File: config.mk
export PLATFORM = sky130hd
export DESIGN_NAME = fir_stream_driver
export DESIGN_NICKNAME = d
export VERILOG_FILES = /design/src/rtl/fir_stream_driver.sv
export SDC_FILE = /design/constraint.sdc
export NUM_CORES = 1
export LEC_CHECK = 0
export BUFFER_PORTS_ARGS = -buffer_cell sky130_fd_sc_hd__buf_2
export CAP_MARGIN = 20
export CORE_AREA = 2 2 222 333
export CTS_CLUSTER_SIZE = 14
export DETAILED_ROUTE_END_ITERATION = 8
export DIE_AREA = 0 0 224 335
export PLACE_DENSITY = 0.81
export SYNTH_ARGS = -nofsm -noshare
export SYNTH_HDL_FRONTEND = slang
export SYNTH_SLANG_ARGS = --single-unit
File: constraint.sdc
create_clock -name clock -period 8.3 [get_ports clock]
set_clock_uncertainty 0.05 [all_clocks]
set_input_delay 1.66 -clock clock [delete_from_list [all_inputs] [get_ports clock]]
set_output_delay 1.66 -clock clock [all_outputs]
set_load 0.01 [all_outputs]
File: src/rtl/fir_stream_driver.sv
// fir_stream_driver
// Buffers upstream signed samples in a small FIFO and sequences one frame into
// an n_tap_fir. The sequence is: coefficient load handshake, sample streaming
// with stall on underflow, an optional zero flush of the tap line, and a
// one-cycle completion pulse.
//
// Build option: define FIR_FLUSH_ZEROS_EN to append LENGTH-1 zeros after every
// frame. Without it, the FLUSH state and its counter do not exist, and the last
// sample goes straight to FINISH.
//
// Output timing: every output except sampleReady is registered. The done and
// stopDataLoadFlag pulse is issued on the edge that leaves FINISH. As a result
// it sits directly behind the last loadDataFlag cycle, and busy stays high
// through it.

module fir_stream_driver #(
    parameter int DATA_WIDTH = 18,
    parameter int LENGTH     = 20,
    parameter int FRAME_LEN  = 60,
    parameter int FIFO_DEPTH = 64
) (
    input  logic                  clock,
    input  logic                  reset,
    input  logic                  start,
    input  logic [DATA_WIDTH-1:0] sampleIn,
    input  logic                  sampleValid,
    output logic                  sampleReady,
    output logic                  enableFIRCoeff,
    input  logic                  coeffSetFlag,
    output logic                  loadDataFlag,
    output logic                  stopDataLoadFlag,
    output logic [DATA_WIDTH-1:0] dataIn,
    output logic                  busy,
    output logic                  done
);

    localparam int AW  = $clog2(FIFO_DEPTH);
    localparam int CW  = AW + 1;
    localparam int SCW = $clog2(FRAME_LEN + 1);
`ifdef FIR_FLUSH_ZEROS_EN
    localparam int FCW = (LENGTH > 2) ? $clog2(LENGTH) : 1;
`endif

    // Reject configurations the pointer arithmetic and counters cannot handle
    if (FIFO_DEPTH < 2 || (FIFO_DEPTH & (FIFO_DEPTH - 1)) != 0 ||
        LENGTH < 2 || FRAME_LEN < 1 || FRAME_LEN > 255) begin : g_bad_params
        $error("fir_stream_driver: illegal parameter combination");
    end

    typedef enum logic [2:0] {
        S_IDLE,
        S_LOAD_COEFF,
        S_STREAM,
`ifdef FIR_FLUSH_ZEROS_EN
        S_FLUSH,
`endif
        S_FINISH
    } state_t;

    // FIFO storage and bookkeeping
    logic [DATA_WIDTH-1:0] fifo_mem [FIFO_DEPTH];
    logic [AW-1:0]         wr_ptr_q, wr_ptr_d;
    logic [AW-1:0]         rd_ptr_q, rd_ptr_d;
    logic [CW-1:0]         count_q, count_d;
    logic                  fifo_full;
    logic                  fifo_empty;
    logic                  push;
    logic                  pop;
    logic [DATA_WIDTH-1:0] fifo_head;

    // Sequencer state and registered outputs
    state_t                state_q, state_d;
    logic [SCW-1:0]        sample_cnt_q, sample_cnt_d;
`ifdef FIR_FLUSH_ZEROS_EN
    logic [FCW-1:0]        flush_cnt_q, flush_cnt_d;
`endif
    logic                  enable_coeff_q, enable_coeff_d;
    logic                  load_data_q, load_data_d;
    logic                  stop_load_q, stop_load_d;
    logic [DATA_WIDTH-1:0] data_in_q, data_in_d;
    logic                  busy_q, busy_d;
    logic                  done_q, done_d;

    // Full and empty come from the registered count. A write into a full FIFO
    // is refused even when a pop happens on the same edge. A write into an
    // empty FIFO cannot be popped on the same edge.
    assign fifo_full   = (count_q == CW'(FIFO_DEPTH));
    assign fifo_empty  = (count_q == '0);
    assign sampleReady = !fifo_full;
    assign push        = sampleValid && !fifo_full;
    assign pop         = (state_q == S_STREAM) && !fifo_empty;
    assign fifo_head   = fifo_mem[rd_ptr_q];

    // Pointer and occupancy update; pointers wrap naturally at FIFO_DEPTH
    always_comb begin
        wr_ptr_d = wr_ptr_q;
        rd_ptr_d = rd_ptr_q;
        count_d  = count_q;
        if (push) begin
            wr_ptr_d = wr_ptr_q + 1'b1;
        end
        if (pop) begin
            rd_ptr_d = rd_ptr_q + 1'b1;
        end
        case ({push, pop})
            2'b10:   count_d = count_q + CW'(1);
            2'b01:   count_d = count_q - CW'(1);
            default: count_d = count_q;
        endcase
    end

    // Sample storage; contents need no reset because the pointers gate all reads
    always_ff @(posedge clock) begin
        if (push) begin
            fifo_mem[wr_ptr_q] <= sampleIn;
        end
    end

    // FIFO pointer and count registers
    always_ff @(posedge clock or posedge reset) begin
        if (reset) begin
            wr_ptr_q <= '0;
            rd_ptr_q <= '0;
            count_q  <= '0;
        end else begin
            wr_ptr_q <= wr_ptr_d;
            rd_ptr_q <= rd_ptr_d;
            count_q  <= count_d;
        end
    end

    // Next-state and next-output logic for the frame sequencer
    always_comb begin
        state_d        = state_q;
        sample_cnt_d   = sample_cnt_q;
`ifdef FIR_FLUSH_ZEROS_EN
        flush_cnt_d    = flush_cnt_q;
`endif
        enable_coeff_d = enable_coeff_q;
        load_data_d    = 1'b0;
        stop_load_d    = 1'b0;
        done_d         = 1'b0;
        data_in_d      = data_in_q;

        case (state_q)
            S_IDLE: begin
                enable_coeff_d = 1'b0;
                data_in_d      = '0;
                if (start) begin
                    enable_coeff_d = 1'b1;
                    state_d        = S_LOAD_COEFF;
                end
            end

            S_LOAD_COEFF: begin
                enable_coeff_d = 1'b1;
                if (coeffSetFlag) begin
                    enable_coeff_d = 1'b0;
                    state_d        = S_STREAM;
                end
            end

            S_STREAM: begin
                if (pop) begin
                    data_in_d    = fifo_head;
                    load_data_d  = 1'b1;
                    sample_cnt_d = sample_cnt_q + SCW'(1);
                    if (sample_cnt_q == SCW'(FRAME_LEN - 1)) begin
`ifdef FIR_FLUSH_ZEROS_EN
                        flush_cnt_d = '0;
                        state_d     = S_FLUSH;
`else
                        state_d     = S_FINISH;
`endif
                    end
                end
            end

`ifdef FIR_FLUSH_ZEROS_EN
            S_FLUSH: begin
                data_in_d   = '0;
                load_data_d = 1'b1;
                flush_cnt_d = flush_cnt_q + FCW'(1);
                if (flush_cnt_q == FCW'(LENGTH - 2)) begin
                    state_d = S_FINISH;
                end
            end
`endif

            S_FINISH: begin
                data_in_d    = '0;
                stop_load_d  = 1'b1;
                done_d       = 1'b1;
                sample_cnt_d = '0;
`ifdef FIR_FLUSH_ZEROS_EN
                flush_cnt_d  = '0;
`endif
                state_d      = S_IDLE;
            end

            default: begin
                state_d        = S_IDLE;
                enable_coeff_d = 1'b0;
                data_in_d      = '0;
                sample_cnt_d   = '0;
            end
        endcase

        busy_d = (state_d != S_IDLE) || done_d;
    end

    // Sequencer state, counters and registered outputs
    always_ff @(posedge clock or posedge reset) begin
        if (reset) begin
            state_q        <= S_IDLE;
            sample_cnt_q   <= '0;
`ifdef FIR_FLUSH_ZEROS_EN
            flush_cnt_q    <= '0;
`endif
            enable_coeff_q <= 1'b0;
            load_data_q    <= 1'b0;
            stop_load_q    <= 1'b0;
            data_in_q      <= '0;
            busy_q         <= 1'b0;
            done_q         <= 1'b0;
        end else begin
            state_q        <= state_d;
            sample_cnt_q   <= sample_cnt_d;
`ifdef FIR_FLUSH_ZEROS_EN
            flush_cnt_q    <= flush_cnt_d;
`endif
            enable_coeff_q <= enable_coeff_d;
            load_data_q    <= load_data_d;
            stop_load_q    <= stop_load_d;
            data_in_q      <= data_in_d;
            busy_q         <= busy_d;
            done_q         <= done_d;
        end
    end

    assign enableFIRCoeff   = enable_coeff_q;
    assign loadDataFlag     = load_data_q;
    assign stopDataLoadFlag = stop_load_q;
    assign dataIn           = data_in_q;
    assign busy             = busy_q;
    assign done             = done_q;

endmodule
==> results.md <==
- Status: finished, final reports clean
- Vias in the first global route: 23,400
- RSZ-0062 raised after global routing: no
- Syn nets: 2,256
- Worst min path class: flip-flop to flip-flop
- Setup Crit Path Kind: primary input to flip-flop
- CP arrival: 4.73 ns
- Total CTS buffers: between 100 and 150
- Clock Path Buffers: 3
- Clock slew at reported path FFs: 0.06 ns
- Top_reg_cell synth: edfxtp_1
- Hold_sp: sample_cnt_q[1]$_DFFE_PP0P_
- Final worst-path cycle share: 0.541
- Cell Area, Synth: approximately 0.047 mm2
- TritonCTS clock tree: yes
- Proportion of layout cells with a drive suffix above 1: 0.227
- All-Layer GR Usage: 0.307
- Slew HR: 0.256
- Detailed Routing Iterations Pass 1: 8
- Antenna-violating nets left: 0
- Vias: 23,300
- PD cells: between 200 and 300 mW/mm2
- Slew Limit Fails: 0
- Post-CTS setup buffer count: 0
- VDD IR max: 158 uV
- Tmin final: around 4.5 ns
- Leak: around 16 nW
- Hpwl dp: between 60 and 70 mm
- Final GP Congestion: ~0.94
- Setup Total Neg Slack: 0 ns
- Required time of the critical path: between 8 and 9 ns
- # DRC: 0
- Global-route wire length before repair: about 160 mm
- Root buf cell: clkbuf_16
- Number of DRC markers in iteration 0: 3,652
- Hold Crit Depth: 2
- Max Fclk: around 220 MHz
- Reg2reg end: fifo_mem[45][12]$_DFFE_PP_
- Post-synth EDFFs: approximately 1,200
- Largest net degree at the start of global routing: 113
- Ant. Diodes: 0
- Largest fanout on the critical path: 18
- Initial Util: 0.644
- Core ar.: between 0.07 and 0.08 mm2
- CTS H-Tree Depth: 3
- Worst R2R Start: count_q[2]$_DFFE_PP0P_
- Vias per std cell: 7.05
- Final hold violations: 0
- Max_cap viols: 0
- Post-CTS Resized: 0
- Drt total wl: about 110 mm
- Pin slew with the least headroom to its limit: about 1.1 ns
- Placed inst area: around 0.048 mm2
- I/O pins: 47
- Sequential fraction of the synthesis area: 0.770
- Critical Path End Type: flip-flop
- Grt total ovfl: 0
- Clock Sinks: ~1,200
- Cell variety after synth: 59
- Mean post-synth cell area: about 21 um2
- Worst setup SP type: primary input
- NumNets Final: 2,348
- Initial antenna violation count: 1
- R2R setup slack: ~4.2 ns
- Wirelength per Cell: 34.2 um
- Ys Warns: 0
- Die Ht: between 300 and 400 um
- Final setup vio count: 0
- Die extent in x: 224 um
- Area delta synth->final: 9.37%
- Skew-Pair Late Insertion Delay: slightly below 0.7 ns
- Die area: about 0.075 mm2
- Yosys reg bits: 1,202
- Cell Rows: 121
- R2R depth: 4
- Mapped Cells: between 2,000 and 2,500
- Async SR Flop Fraction: 0.0416
- Hold buffer count at cts: 0
- Post-route design area: a little over 0.05 mm2
- PortBufs: 46
- Hold Path Sink: sample_cnt_q[1]$_DFFE_PP0P_
layout by cell type, fill, tap and decap left out, types with 5 or more instances in the layout:
cell and count:
buf_2 46, inv_1 6, nor2_2 35, a211o_1 40, o21ai_0 22, clkinv_1 14, xor2_1 13, dfrtp_1 48
clkinv_2 14, clkbuf_16 105, nand4_1 5, mux4_2 212, edfxtp_1 1152, a22o_1 36, mux2i_1 129, nand3_1 11
nor2_1 59, buf_4 67, xnor2_1 8, a221o_1 14, clkbuf_1 31, a32o_1 16, ha_1 6, a31o_1 15
nand2_1 45, a32oi_1 18, o221ai_1 55, nor2b_1 5, mux2_2 34, a21oi_1 38, nand3b_1 5, nor3_1 5
final cells by class:
cell class	count	area [um2]
flip-flops and latches	1202	35900
fillers	4020	21300
multi-input cells	884	10100
clock buffers	140	2800
well taps	922	1150
repair buffers	119	835
clock inverters	29	160
inverters	9	33.8
worst max-delay path by stage:
stage / slack (ns) / startpoint / to / cells past startpoint
floorplan: 4.16 / sampleValid / count_q[4]$_DFFE_PP0P_ / 12
global placement: 3.22 / sampleValid / fifo_mem[7][13]$_DFFE_PP_ / 5
detailed placement: 3.18 / sampleValid / fifo_mem[39][11]$_DFFE_PP_ / 5
CTS: 3.85 / sampleValid / fifo_mem[7][2]$_DFFE_PP_ / 5
global route: 3.80 / sampleValid / fifo_mem[37][8]$_DFFE_PP_ / 5
finish: 3.81 / sampleValid / fifo_mem[45][12]$_DFFE_PP_ / 5
where the power goes:
| part | switching [mW] | internal (mW) | leakage (nW) | total [mW] |
|---|---|---|---|---|
| registers | 0.265 | 6.90 | 11.0 | 7.16 |
| logic | 1.86 | 1.49 | 3.90 | 3.36 |
| clock network | 2.03 | 2.37 | 1.45 | 4.40 |
stage by stage:
step | std cells | utilization | hold slack [ns] | power (mW) | worst slack (ns)
after floorplan | 2227 | - | 0.405 | 9.61 | 4.16
after global placement | 3132 | 0.663 | 0.419 | 10.5 | 3.22
after detailed placement | 3132 | 0.663 | 0.438 | 10.6 | 3.18
after CTS | 3301 | 0.704 | 0.462 | 14.9 | 3.85
after global routing | 3305 | 0.705 | 0.510 | 15.3 | 3.80
final | 3305 | 0.705 | 0.483 | 14.9 | 3.81
critical path, stage by stage:
cell and delay [ns]:
buf_2 0.08, inv_1 0.04, a31oi_1 0.75, nand3_1 1.02
nor2_2 1.16
kinds of logic (layout without fill, tap and decap cells):
group,count (synthesis),count (layout),synth area share
AND/OR/NAND/NOR,191,191,0.0185
other,1,1,0.0000806
adder cells (fa/ha/maj),6,6,0.00161
multiplexers,379,379,0.141
AO/OA/AOI/OAI,286,286,0.0487
buffers and inverters,141,297,0.0160
flip-flops,1202,1202,0.770
XOR/XNOR,21,21,0.00395
routing by layer:
layer	track usage	up-vias	share of wire
li1	-	9463	-
met1	0.382	11900	0.33
met2	0.514	1632	0.51
met3	0.0514	302	0.10
met4	0.181	2	0.067
met5	0	-	0.000097
registers in the layout, indices dropped and copies added (netlist names):
signal	count
wr_ptr_q	6
busy	1
fifo_mem	1152
sample_cnt_q	6
enableFIRCoeff	1
rd_ptr_q	6
count_q	7
state_q	3
dataIn	18
done	1
loadDataFlag	1
cells in the mapped netlist, types with 3 or more instances:
cell	instances	area (um2)
o22ai_1	4	25.0
buf_6	12	135
nor2_1	95	357
xnor2_1	8	70.1
nand3b_1	5	37.5
a21oi_1	38	190
o221ai_1	55	482
clkbuf_1	60	225
mux4_2	212	4770
o211ai_1	4	30.0
nand3_1	12	60.1
dfrtp_1	50	1250
inv_1	8	30.0
buf_2	37	185
a32oi_1	18	158
edfxtp_1	1152	34600
a22o_1	36	315
xor2_1	13	114
ha_1	6	75.1
a21boi_0	4	30.0
nor3_1	5	25.0
a221o_1	14	140
a31oi_1	4	25.0
buf_4	12	90.1
a32o_1	16	160
a31o_1	15	131
mux2_2	34	383
o21ai_1	3	15.0
a211o_1	40	350
buf_1	9	33.8
mux4_1	4	105
o21ai_0	22	110
a211oi_1	3	22.5
nand2_1	45	169
nand4_1	5	31.3
nor2b_1	7	43.8
mux2i_1	129	1290
No activity file was read; power rests on OpenSTA's default activity.
